### src/rtl/approx_adder_level_ctrl_if.sv
// ---------------------------------------------------------------------------
// approx_adder_level_ctrl_if
// Purpose : bundles every non-clock/reset signal of approx_adder_level_ctrl:
//           the operand request handshake, the drive/return path of the
//           external carry-select approximate adder, the result handshake,
//           the level/forcing controls and the window status.
// Modports:
//   slave  - the controller (approx_adder_level_ctrl)
//   master - the surroundings: requester, adder, consumer and config source
// Signals :
//   in_valid/in_ready, in_a[3:0], in_b[3:0], in_cin     operand request
//   adder_in1/in2[3:0], adder_cin, adder_sel[2:0]        to the adder
//   adder_sum[4:0]                                       from the adder
//   out_valid/out_ready, out_sum[4:0], out_err[4:0]      result
//   level[1:0], cfg_force, cfg_level[1:0]                level control
//   win_done, err_acc[ERR_W-1:0]                         window status
// ---------------------------------------------------------------------------
interface approx_adder_level_ctrl_if #(
    parameter int ERR_W = 8
);
    logic             in_valid;
    logic             in_ready;
    logic [3:0]       in_a;
    logic [3:0]       in_b;
    logic             in_cin;
    logic [3:0]       adder_in1;
    logic [3:0]       adder_in2;
    logic             adder_cin;
    logic [2:0]       adder_sel;
    logic [4:0]       adder_sum;
    logic             out_valid;
    logic             out_ready;
    logic [4:0]       out_sum;
    logic [4:0]       out_err;
    logic [1:0]       level;
    logic             cfg_force;
    logic [1:0]       cfg_level;
    logic             win_done;
    logic [ERR_W-1:0] err_acc;

    modport slave (
        input  in_valid, in_a, in_b, in_cin, adder_sum, out_ready,
               cfg_force, cfg_level,
        output in_ready, adder_in1, adder_in2, adder_cin, adder_sel,
               out_valid, out_sum, out_err, level, win_done, err_acc
    );

    modport master (
        output in_valid, in_a, in_b, in_cin, adder_sum, out_ready,
               cfg_force, cfg_level,
        input  in_ready, adder_in1, adder_in2, adder_cin, adder_sel,
               out_valid, out_sum, out_err, level, win_done, err_acc
    );
endinterface

### src/rtl/approx_adder_level_ctrl.sv
// ---------------------------------------------------------------------------
// approx_adder_level_ctrl
// Purpose : sequences operations through an external 4-bit carry-select
//           approximate adder, measures each result against the exact sum,
//           accumulates the error over a window of operations and steps the
//           approximation level down (more accurate) or up (more
//           approximate) at the end of every window.
// Ports   :
//   clk    - clock
//   rst_n  - asynchronous active-low reset
//   bus    - approx_adder_level_ctrl_if.slave (see interface header)
// Flow    : IDLE (accept, register operands + sel) -> EXEC (adder settles,
//           result and error captured) -> RESP (hold until consumer takes it,
//           then fold the error into the window accumulator).
// ---------------------------------------------------------------------------
module approx_adder_level_ctrl #(
    parameter int WINDOW     = 8,
    parameter int HI_THR     = 12,
    parameter int LO_THR     = 2,
    parameter int ERR_W      = 8,
    parameter int INIT_LEVEL = 0
) (
    input  logic                      clk,
    input  logic                      rst_n,
    approx_adder_level_ctrl_if.slave  bus
);

    typedef enum logic [1:0] {
        IDLE = 2'd0,
        EXEC = 2'd1,
        RESP = 2'd2
    } state_t;

    localparam logic [1:0]       InitLevel = 2'(INIT_LEVEL);
    localparam logic [7:0]       WinCount  = 8'(WINDOW);
    localparam logic [ERR_W-1:0] HiThr     = ERR_W'(HI_THR);
    localparam logic [ERR_W-1:0] LoThr     = ERR_W'(LO_THR);

    // Higher level predicts more of the stage carries, starting from C[0].
    function automatic logic [2:0] level_to_sel(input logic [1:0] lvl);
        logic [2:0] sel;
        case (lvl)
            2'd0:    sel = 3'b000;
            2'd1:    sel = 3'b001;
            2'd2:    sel = 3'b011;
            default: sel = 3'b111;
        endcase
        return sel;
    endfunction

    state_t           state_q,     state_d;
    logic [3:0]       adder_in1_q, adder_in1_d;
    logic [3:0]       adder_in2_q, adder_in2_d;
    logic             adder_cin_q, adder_cin_d;
    logic [2:0]       adder_sel_q, adder_sel_d;
    logic [4:0]       exact_q,     exact_d;
    logic [4:0]       out_sum_q,   out_sum_d;
    logic [4:0]       out_err_q,   out_err_d;
    logic [1:0]       level_q,     level_d;
    logic [ERR_W-1:0] err_acc_q,   err_acc_d;
    logic [7:0]       count_q,     count_d;
    logic             win_done_q,  win_done_d;

    // Accumulator update for the op being handed over; the extra top bit
    // detects overflow so the sum can clamp at all-ones.
    logic [ERR_W:0]   acc_wide;
    logic [ERR_W-1:0] acc_sat;
    logic [7:0]       count_inc;

    assign acc_wide  = {1'b0, err_acc_q} + (ERR_W+1)'(out_err_q);
    assign acc_sat   = acc_wide[ERR_W] ? {ERR_W{1'b1}} : acc_wide[ERR_W-1:0];
    assign count_inc = count_q + 8'd1;

    always_ff @(posedge clk or negedge rst_n) begin
        if (!rst_n) begin
            state_q     <= IDLE;
            adder_in1_q <= 4'd0;
            adder_in2_q <= 4'd0;
            adder_cin_q <= 1'b0;
            adder_sel_q <= level_to_sel(InitLevel);
            exact_q     <= 5'd0;
            out_sum_q   <= 5'd0;
            out_err_q   <= 5'd0;
            level_q     <= InitLevel;
            err_acc_q   <= '0;
            count_q     <= 8'd0;
            win_done_q  <= 1'b0;
        end else begin
            state_q     <= state_d;
            adder_in1_q <= adder_in1_d;
            adder_in2_q <= adder_in2_d;
            adder_cin_q <= adder_cin_d;
            adder_sel_q <= adder_sel_d;
            exact_q     <= exact_d;
            out_sum_q   <= out_sum_d;
            out_err_q   <= out_err_d;
            level_q     <= level_d;
            err_acc_q   <= err_acc_d;
            count_q     <= count_d;
            win_done_q  <= win_done_d;
        end
    end

    always_comb begin
        state_d     = state_q;
        adder_in1_d = adder_in1_q;
        adder_in2_d = adder_in2_q;
        adder_cin_d = adder_cin_q;
        adder_sel_d = adder_sel_q;
        exact_d     = exact_q;
        out_sum_d   = out_sum_q;
        out_err_d   = out_err_q;
        level_d     = level_q;
        err_acc_d   = err_acc_q;
        count_d     = count_q;
        win_done_d  = 1'b0;

        case (state_q)
            IDLE: begin
                if (bus.in_valid) begin
                    adder_in1_d = bus.in_a;
                    adder_in2_d = bus.in_b;
                    adder_cin_d = bus.in_cin;
                    // sel is frozen here so later level changes never touch
                    // this operation.
                    adder_sel_d = level_to_sel(level_q);
                    exact_d     = {1'b0, bus.in_a} + {1'b0, bus.in_b}
                                  + {4'd0, bus.in_cin};
                    state_d     = EXEC;
                end
            end

            EXEC: begin
                out_sum_d = bus.adder_sum;
                out_err_d = (exact_q >= bus.adder_sum) ? exact_q - bus.adder_sum
                                                       : bus.adder_sum - exact_q;
                state_d   = RESP;
            end

            RESP: begin
                if (bus.out_ready) begin
                    state_d = IDLE;
                    if (count_inc == WinCount) begin
                        // Thresholds see the accumulator including this op.
                        if (acc_sat > HiThr && level_q != 2'd0) begin
                            level_d = level_q - 2'd1;
                        end else if (acc_sat < LoThr && level_q != 2'd3) begin
                            level_d = level_q + 2'd1;
                        end
                        err_acc_d  = '0;
                        count_d    = 8'd0;
                        win_done_d = 1'b1;
                    end else begin
                        err_acc_d = acc_sat;
                        count_d   = count_inc;
                    end
                end
            end

            default: state_d = IDLE;
        endcase

        // Forcing overrides any window update in the same cycle but leaves the
        // operation pipeline alone.
        if (bus.cfg_force) begin
            level_d    = bus.cfg_level;
            err_acc_d  = '0;
            count_d    = 8'd0;
            win_done_d = 1'b0;
        end
    end

    assign bus.in_ready  = (state_q == IDLE);
    assign bus.out_valid = (state_q == RESP);
    assign bus.adder_in1 = adder_in1_q;
    assign bus.adder_in2 = adder_in2_q;
    assign bus.adder_cin = adder_cin_q;
    assign bus.adder_sel = adder_sel_q;
    assign bus.out_sum   = out_sum_q;
    assign bus.out_err   = out_err_q;
    assign bus.level     = level_q;
    assign bus.win_done  = win_done_q;
    assign bus.err_acc   = err_acc_q;

endmodule
### src/flat_wrapper.sv
// flat-port wrapper written by rule: the top's interface ports become plain ports
module approx_adder_level_ctrl_flat 
#(
    parameter int WINDOW     = 8,
    parameter int HI_THR     = 12,
    parameter int LO_THR     = 2,
    parameter int ERR_W      = 8,
    parameter int INIT_LEVEL = 0
)
  (clk, rst_n, bus_in_valid, bus_in_a, bus_in_b, bus_in_cin, bus_adder_sum, bus_out_ready, bus_cfg_force, bus_cfg_level, bus_in_ready, bus_adder_in1, bus_adder_in2, bus_adder_cin, bus_adder_sel, bus_out_valid, bus_out_sum, bus_out_err, bus_level, bus_win_done, bus_err_acc);
  approx_adder_level_ctrl_if #(.ERR_W(ERR_W)) bus_i ();
  input  logic clk;
  input  logic rst_n;
  input wire logic [$bits(bus_i.in_valid)-1:0] bus_in_valid;
  input wire logic [$bits(bus_i.in_a)-1:0] bus_in_a;
  input wire logic [$bits(bus_i.in_b)-1:0] bus_in_b;
  input wire logic [$bits(bus_i.in_cin)-1:0] bus_in_cin;
  input wire logic [$bits(bus_i.adder_sum)-1:0] bus_adder_sum;
  input wire logic [$bits(bus_i.out_ready)-1:0] bus_out_ready;
  input wire logic [$bits(bus_i.cfg_force)-1:0] bus_cfg_force;
  input wire logic [$bits(bus_i.cfg_level)-1:0] bus_cfg_level;
  output wire logic [$bits(bus_i.in_ready)-1:0] bus_in_ready;
  output wire logic [$bits(bus_i.adder_in1)-1:0] bus_adder_in1;
  output wire logic [$bits(bus_i.adder_in2)-1:0] bus_adder_in2;
  output wire logic [$bits(bus_i.adder_cin)-1:0] bus_adder_cin;
  output wire logic [$bits(bus_i.adder_sel)-1:0] bus_adder_sel;
  output wire logic [$bits(bus_i.out_valid)-1:0] bus_out_valid;
  output wire logic [$bits(bus_i.out_sum)-1:0] bus_out_sum;
  output wire logic [$bits(bus_i.out_err)-1:0] bus_out_err;
  output wire logic [$bits(bus_i.level)-1:0] bus_level;
  output wire logic [$bits(bus_i.win_done)-1:0] bus_win_done;
  output wire logic [$bits(bus_i.err_acc)-1:0] bus_err_acc;
  assign bus_i.in_valid = bus_in_valid;
  assign bus_i.in_a = bus_in_a;
  assign bus_i.in_b = bus_in_b;
  assign bus_i.in_cin = bus_in_cin;
  assign bus_i.adder_sum = bus_adder_sum;
  assign bus_i.out_ready = bus_out_ready;
  assign bus_i.cfg_force = bus_cfg_force;
  assign bus_i.cfg_level = bus_cfg_level;
  assign bus_in_ready = bus_i.in_ready;
  assign bus_adder_in1 = bus_i.adder_in1;
  assign bus_adder_in2 = bus_i.adder_in2;
  assign bus_adder_cin = bus_i.adder_cin;
  assign bus_adder_sel = bus_i.adder_sel;
  assign bus_out_valid = bus_i.out_valid;
  assign bus_out_sum = bus_i.out_sum;
  assign bus_out_err = bus_i.out_err;
  assign bus_level = bus_i.level;
  assign bus_win_done = bus_i.win_done;
  assign bus_err_acc = bus_i.err_acc;
  approx_adder_level_ctrl #(.WINDOW(WINDOW), .HI_THR(HI_THR), .LO_THR(LO_THR), .ERR_W(ERR_W), .INIT_LEVEL(INIT_LEVEL)) u_core (.clk(clk), .rst_n(rst_n), .bus(bus_i));
endmodule
### config.mk
export PLATFORM = sky130hd
export DESIGN_NAME = approx_adder_level_ctrl_flat
export DESIGN_NICKNAME = d
export VERILOG_FILES = /design/src/rtl/approx_adder_level_ctrl_if.sv /design/src/rtl/approx_adder_level_ctrl.sv /design/src/flat_wrapper.sv
export SDC_FILE = /design/constraint.sdc
export NUM_CORES = 1
export LEC_CHECK = 0
export CAP_MARGIN = 20
export CORE_MARGIN = 4
export CORE_UTILIZATION = 45
export DETAILED_ROUTE_END_ITERATION = 6
export HOLD_SLACK_MARGIN = 0.03
export PLACE_DENSITY = 0.7
export SYNTH_ARGS = -nofsm -noshare
export SYNTH_HDL_FRONTEND = slang
export SYNTH_SLANG_ARGS = --single-unit
### constraint.sdc
create_clock -name clk -period 2.9 [get_ports clk]
set_clock_uncertainty 0.1 [all_clocks]
set_input_delay 0.58 -clock clk [delete_from_list [all_inputs] [get_ports clk]]
set_output_delay 0.58 -clock clk [all_outputs]
set_load 0.01 [all_outputs]
# --- Word level (Yosys, flattened, before mapping) ---
# Index checks and enable logic that the tools add are counted.
classes:
  n_addsub: 8
  magnitude_cmp: 3
  n_eq_ne: 8
  mux: 24
  n_reduce_logical: 13
ops:
  columns: ["op", "count"]
  rows:
  - ["$mux W8", 9]
  - ["$mux W2", 8]
  - ["$sub A5 B5 Y5", 2]
  - ["$add A8 B5 Y9", 1]
  - ["$pmux W3 S3", 1]
  - ["$add A8 B1 Y8 const B", 1]
  - ["$eq A8 B4 Y1 const B", 1]
  - ["$gt A8 B4 Y1 const B", 1]
  - ["$lt A8 B2 Y1 const B", 1]
  - ["$reduce_bool A2 Y1", 4]
  - ["$ne A2 B2 Y1 const B", 3]
  - ["$pmux W2 S3", 1]
  - ["$reduce_and A2 Y1", 3]
  - ["$add A4 B4 Y5", 1]
  - ["$add A5 B1 Y5", 1]
  - ["$ge A5 B5 Y1", 1]
  - ["$mux W5", 1]
  - ["$eq A2 B1 Y1 const B", 2]
  - ["$eq A2 B2 Y1 const B", 2]
  - ["$logic_not A2 Y1", 2]
  - ["$mux W1", 4]
  - ["$reduce_and A4 Y1", 1]
  - ["$reduce_bool A3 Y1", 1]
  - ["$add A2 B1 Y2 const B", 1]
  - ["other kinds (2)", 3]
word_totals:
  regBits: 48
  output_inout_bits: 35
  word_cells: 68

# --- Depth between registers and ports, before layout ---
# Gate-level depths: netlist (run 1).
logic_depth:
  depth_word: 10
  mapped_depth: 8
  ltp_nobuf: 8

# --- Least setup slack after synthesis (run 1) ---
# Ideal clock, no wire load.
synth_timing:
  kind: "register to register"
  from: "register u_core.err_acc_q[0], in the netlist u_core.bus.err_acc[0]"
  to: "register u_core.level_q[0], in the netlist u_core.bus.level[0]"
  t_arrival_ns: 2.344
  required_time_ns: 2.731
  setup_slack_ns: 0.387
  stages_incl_launch_ff: 9
  path_buffers: 0
  synth_period_minus_slack_ns: 2.513
  cell_sequence: "dfrtp_1 > ha_1 > fa_1 > a21oi_1 > nor3_1 > nand4b_2 > or4_1 > a211o_1 > nand3_1"
synth_between:
  elab_chain_cells: 9
  elab_cells_between_ends: 13
  cone_classes: "add/sub (1); order compare (2); mux (6); reduce/logical (4)"
synth_rtl:
  columns: ["element", "line", "rtl"]
  rows:
  - ["start: declaration", "approx_adder_level_ctrl.sv:60", "logic [ERR_W-1:0] err_acc_q, err_acc_d;"]
  - ["start signal: assignment", "approx_adder_level_ctrl.sv:98", "err_acc_q <= err_acc_d;"]
  - ["$add A8 B5 Y9 *", "approx_adder_level_ctrl.sv:70", "assign acc_wide = {1'b0, err_acc_q} + (ERR_W+1)'(out_err_q);"]
  - ["$mux W8 *", "approx_adder_level_ctrl.sv:71", "assign acc_sat = acc_wide[ERR_W] ? {ERR_W{1'b1}} : acc_wide[ERR_W-1:0];"]
  - ["$gt A8 B4 Y1", "approx_adder_level_ctrl.sv:145", "if (acc_sat > HiThr && level_q != 2'd0) begin"]
  - ["$logic_and A1 B1 Y1", "approx_adder_level_ctrl.sv:145", null]
  - ["$mux W2", "approx_adder_level_ctrl.sv:145", null]
  - ["$mux W2", "approx_adder_level_ctrl.sv:143", "if (count_inc == WinCount) begin"]
  - ["$mux W2", "approx_adder_level_ctrl.sv:141", "if (bus.out_ready) begin"]
  - ["$mux W2", "approx_adder_level_ctrl.sv:118", "case (state_q)"]
  - ["$mux W2", "approx_adder_level_ctrl.sv:165", "if (bus.cfg_force) begin"]
  - ["end signal: assignment", "approx_adder_level_ctrl.sv:84", "level_q <= InitLevel;"]
  - ["end signal: assignment", "approx_adder_level_ctrl.sv:97", "level_q <= level_d;"]
  - ["end: declaration", "approx_adder_level_ctrl.sv:59", "logic [1:0] level_q, level_d;"]
# Every way passes the cells marked *; elsewhere a longest branch is shown, timed or not. The select of a mux whose other input is x is not followed.
# A chain may end at the register's enable or synchronous reset.

# --- Final worst setup path (run 1) ---
# Same ends and word-level chain as after synthesis.

==> flow_metrics.py, run 1 <==
metrics = {
    "synth": {
        "synth_area_per_cell_um2": 8.90,
        "async_flop_share_pct": 100,
        "synth_most_common_cell": "nand2_1",
        "synthTopCellsByCount": "nand2_1, dfrtp_1, o21ai_0",
        "netlist-cell-type-count": 52,
        "yosysWarnings": 0,
        "ys_seq_area_share_pct": 40.9,
        "synth_area_leader_cell": "dfrtp_1",
        "yosys-top-cells-area": "dfrtp_1, ha_1, nand2_1, o21ai_0, fa_1",
        "synth_ff_type": "dfrtp_1",
        "syn-num-nets": 378,
        "synth_top_area_share_pct": 40.9,
        "syn_inst": 330,
        "syn_area_um2": 2940,
        "synth_edf_count": 0,
        "synth-seq-cells": 48,
    },
    "clocking": {
        "cts_tree": "done",
        "post_cts_buffers": 0,
        "cts_hold_buf": 0,
        "clkSinkCount": 48,
        "cts_max_level": 2,
        "cts_buffers": 5,
        "clock_path_buffers": 2,
        "clockRootBuffer": "clkbuf_8",
        "ctsResizeCount": 0,
        "clk_latency_ns": 0.30,
        "clkTransAtPathRegs_ns": 0.10,
    },
    "placed_design": {
        "placed_area_um2": 3590,
        "place.gp.congestion": 0.970,
        "place_hpwl_um": 5310,
        "place_inst": 459,
        "post-place-ws_ns": -0.00522,
        "numPortBuffers": 55,
    },
    "finish": {
        "multi_input_area_um2": 1610,
        "drive_gt1_share_pct": 6.92,
        "ff_latch_area_um2": 1200,
        "postLayoutCellArea_um2": 3680,
        "layout.nets": 437,
        "n_fill_cell": 580,
        "synthToLayoutAreaGrowth_pct": 25.3,
        "fin_cells": 467,
        "final_core_util_pct": 58.0,
        "insertedDiodeCount": 0,
    },
    "power": {
        "vdd_drop_max_uv": 449,
        "comb_power_share_pct": 51.0,
        "seqPwrFrac_pct": 35.1,
        "p_leak_nw": 1.72,
        "p_switching_mw": 1.21,
        "power_density_nw_per_um2": 817,
        "total_power_mw": 3.01,
        "p_int_mw": 1.79,
        "p_sw_share_pct": 40.3,
        "pwr-share-clk_pct": 13.9,
    },
    "die": {
        "rows": 29,
        "die-area_um2": 7890,
        "io_pins": 56,
        "die_y_um": 88.8,
        "die_w_um": 88.8,
        "start_util_pct": 46.3,
        "core_um2": 6350,
    },
    "critical_path": {
        "startpoint_type": "flip-flop",
        "crit_path_end_kind": "flip-flop",
        "cp_data_arrival_time_ns": 2.82,
        "path_class": "reg2reg",
        "cp_max_fo": 5,
        "worst_ep_required_time_ns": 3.04,
    },
    "timing": {
        "worstMarginPinSlew_ns": 0.675,
        "setup_tns_ns": 0,
        "setup_viol": 0,
        "hold_ws_ns": 0.0931,
        "grt_setup_unrepaired": "no",
        "fmaxAchievable_mhz": 373,
        "drv_slew": 0,
        "post-route-period-util_pct": 92.3,
        "fin_ws_ns": 0.223,
        "timing.slew.headroom_pct": 55.0,
        "min_period_ns": 2.68,
        "hold_violations": 0,
    },
    "outcome": {
        "status": "complete, no violations",
    },
    "job": {
        "maxCapViolCount": 0,
    },
    "route": {
        "drt_iter0_drc": 111,
        "vias": 2577,
        "via_per_inst": 5.52,
        "dr.pass1.iters": 5,
        "final_antenna_net_count": 0,
        "routed_wl_um": 6900,
        "avgRoutedWirePerCell_um": 14.8,
        "drc": 0,
    },
    "global_route": {
        "grt_max_degree": 32,
        "first_global_vias": 2596,
        "groute.usage.overall_pct": 18.9,
        "grt_pass1_wl_um": 11700,
        "gr-total-overflow": 0,
        "antenna_found_initial": 0,
    },
    "hold_path": {
        "hold_path_class": "in2async",
    },
}
## power groups by stage
stage               combinational [mW]  sequential [mW]  clock (mW)
floorplan                        0.819             1.11           0
global placement                  1.50             1.06           0
detailed placement                1.53             1.08           0
CTS                               1.54             1.06       0.439
global route                      1.72             1.09       0.465
finish                            1.53             1.06       0.418
## cells in the final DEF, fill, tap and decap left out, types with 2 or more instances in the layout
master           Yosys  routed
dfrtp_1             48      48
nand4_1              4       4
clkdlybuf4s50_1      0      54
fa_1                 5       5
nor2_1              22      22
nor2b_1              2       2
o22a_1               2       2
ha_1                22      22
buf_4                0       6
and3_1               6       6
a21o_1               5       5
nand2_1             62      62
a31o_2               2       2
or4_4                2       2
o21ai_0             32      32
nor4_1               3       3
clkinv_2             0       2
a21oi_1             13      13
o31ai_1              2       2
xor2_1               8       8
inv_1               24      24
o22ai_1              2       2
or4_1                4       4
a211o_1              4       4
or3_1                2       2
nand4b_1             2       2
clkbuf_8             0       6
o211ai_1             3       3
nor3_1               6       6
a211oi_1             2       2
nand3_1              9       9
## routing by layer
metal / vias to the layer above / wire, µm / track usage [%]
li1: 1270 / - / -
met1: 1226 / 2930 / 22.9
met2: 71 / 3480 / 32.3
met3: 10 / 392 / 4.19
met4: 0 / 106 / 7.83
met5: - / 0 / 0
## sequential cells by signal, summed over array words and instances, names as in the netlist, 2 cells and up
signal and cells:
u_core.bus.adder_in1 4, u_core.bus.adder_in2 4, u_core.bus.adder_sel 3, u_core.bus.err_acc 8
u_core.bus.level 2, u_core.bus.out_err 5, u_core.bus.out_sum 5, u_core.count_q 8
u_core.exact_q 5, u_core.state_q 2
## worst max-delay path, stage by stage, from the launching register on
cell	delay (ns)
dfrtp_1	0.41
ha_1	0.25
fa_1	0.44
a21oi_1	0.18
nor3_1	0.07
nand4b_2	0.27
or4_1	0.55
a211o_1	0.28
nand3_1	0.08
## final cells by class
class	count	area share, %
clock buffers	6	2.24
clock inverters	2	0.272
inverters	24	2.45
multi-input cells	249	43.8
flip-flops and latches	48	32.6
well taps	77	2.62
repair buffers	61	16.0
## cells by family after synthesis
logic type / Yosys count / share of synthesized area (%)
compound gates: 80 / 17.4
xor+xnor: 8 / 2.39
fa+ha+maj: 27 / 12.8
buf+inv: 33 / 4.26
flops: 48 / 40.9
mux: 1 / 0.383
simple gates: 133 / 21.9
## final timing paths
check | start | to | slack [ns] | cells after the start
min in group clk | u_core.bus.adder_sel[1] | u_core.bus.adder_sel[1] | 0.39 | 2
max in group asynchronous | rst_n | u_core.bus.adder_sel[1] | 1.85 | 2
min | rst_n | u_core.count_q[5] | 0.09 | 1
max reg2reg | u_core.bus.err_acc[0] | u_core.bus.level[0] | 0.22 | 8
min reg2reg | u_core.bus.adder_sel[1] | u_core.bus.adder_sel[1] | 0.39 | 2
max | u_core.bus.err_acc[0] | u_core.bus.level[0] | 0.22 | 8
No activity file was read; power rests on OpenSTA's default activity.
==> run 2, diff against run 1 <==
- GPL_TIMING_DRIVEN: not set -> 0
==> run 2 against run 1 <==
Against the previous run:
- worst hold slack worse by 0.039 ns
- final cell count is 0.64% higher
- largest power group unchanged
- power increased by 7.8%
- critical endpoint is now u_core.bus.out_err[3]
- sequential power barely moved
==> flow_metrics.py, run 2 (synthesized netlist as in run 1, its figures left out) <==
metrics = {
    "global_route": {
        "grt_max_degree": 36,
        "groute.usage.overall_pct": 18.6,
        "first_global_vias": 2598,
        "gr-total-overflow": 0,
        "antenna_found_initial": 0,
        "grt_pass1_wl_um": 11500,
    },
    "job": {
        "maxCapViolCount": 0,
    },
    "placed_design": {
        "place_hpwl_um": 5270,
        "placed_area_um2": 3590,
        "place_inst": 462,
        "place.gp.congestion": 0.979,
        "numPortBuffers": 54,
    },
    "finish": {
        "n_fill_cell": 564,
        "multi_input_area_um2": 1610,
        "drive_gt1_share_pct": 5.85,
        "synthToLayoutAreaGrowth_pct": 27.6,
        "final_common_cell": "nand2_1",
        "insertedDiodeCount": 0,
        "fin_cells": 470,
        "layout.nets": 440,
        "final_core_util_pct": 59.0,
        "final_cell_mix": "nand2_1, clkdlybuf4s50_1, dfrtp_1",
        "postLayoutCellArea_um2": 3750,
        "ff_latch_area_um2": 1200,
    },
    "clocking": {
        "clkSinkCount": 48,
        "clock_path_buffers": 2,
        "cts_max_level": 2,
        "cts_buffers": 5,
        "clk_latency_ns": 0.31,
        "post_cts_buffers": 0,
        "ctsResizeCount": 0,
        "cts_tree": "done",
        "clkTransAtPathRegs_ns": 0.09,
        "clockRootBuffer": "clkbuf_8",
        "cts_hold_buf": 0,
    },
    "timing": {
        "hold_ws_ns": 0.0545,
        "post-route-period-util_pct": 94.7,
        "drv_slew": 0,
        "fmaxAchievable_mhz": 364,
        "setup_viol": 0,
        "worstMarginPinSlew_ns": 0.645,
        "hold_violations": 0,
        "min_period_ns": 2.75,
        "grt_setup_unrepaired": "no",
        "setup_tns_ns": 0,
        "timing.slew.headroom_pct": 56.9,
    },
    "critical_path": {
        "rr_worst_depth": 8,
        "r2r-end": "u_core.bus.level[0]",
        "cp_data_arrival_time_ns": 2.90,
        "path_class": "in2reg",
        "ff2ff_setup_slack_ns": 0.22,
        "startpoint_type": "input port",
        "worst_ep_required_time_ns": 3.05,
        "rr_startpoint": "u_core.bus.err_acc[0]",
        "cp_max_fo": 4,
        "crit_path_end_kind": "flip-flop",
    },
    "route": {
        "avgRoutedWirePerCell_um": 14.5,
        "routed_wl_um": 6830,
        "drc": 0,
        "final_antenna_net_count": 0,
        "drt_iter0_drc": 75,
        "via_per_inst": 5.52,
        "dr.pass1.iters": 4,
        "vias": 2593,
    },
    "die": {
        "die-area_um2": 7890,
        "die_w_um": 88.8,
        "core_um2": 6350,
        "io_pins": 56,
        "rows": 29,
        "die_y_um": 88.8,
        "start_util_pct": 46.3,
    },
    "power": {
        "vdd_drop_max_uv": 472,
        "p_leak_nw": 1.74,
        "power_density_nw_per_um2": 865,
    },
    "hold_path": {
        "hold_path_class": "in2async",
    },
    "outcome": {
        "status": "complete, no violations",
    },
}
-- run 2: layout make-up --
class	instances	area share, %
buffer	9	0.935
clock buffer	5	1.84
clock inverter	3	2.40
inverter	24	2.40
multi-input combinational	249	43.0
sequential	48	32.0
tap	77	2.57
timing repair buffer	55	14.8
-- run 2: worst max path at each step --
stage | slack [ns] | startpoint | end
2_1_floorplan | 0.39 | u_core.bus.err_acc[0] | u_core.bus.level[0]
5_1_grt | 0.04 | bus_adder_sum[1] | u_core.bus.out_err[4]
6_report | 0.15 | bus_adder_sum[1] | u_core.bus.out_err[3]
3_3_place_gp | -0.24 | rst_n | u_core.bus.adder_in1[1]
3_5_place_dp | -0.16 | bus_adder_sum[1] | u_core.bus.out_err[3]
4_1_cts | 0.17 | bus_adder_sum[1] | u_core.bus.out_err[3]
-- run 2: metal layers --
layer,share of wire (%),global-route usage [%]
met5,0,0
met1,44,22.9
met3,4.6,4.00
met4,2.6,8.24
met2,48,31.2
-- run 2: worst max-delay path, stage by stage --
cell	delay, ns
clkdlybuf4s50_1	0.54
inv_1	0.13
ha_1	0.34
nor2b_1	0.16
o21ai_1	0.11
a31oi_1	0.35
nor4_1	0.12
or4_1	0.48
nand3_1	0.09
-- run 2: per-stage QoR --
step | total power, mW | setup slack, ns
global route | 3.50 | 0.0425
global placement | 2.55 | -0.240
CTS | 3.27 | 0.169
finish | 3.24 | 0.153
floorplan | 1.93 | 0.387
detailed placement | 2.58 | -0.155
-- run 2: power breakdown --
part	internal [mW]	switching, mW	leakage (nW)
sequential	0.885	0.166	0.619
clock	0.431	0.233	0.0784
combinational	0.714	0.814	1.04
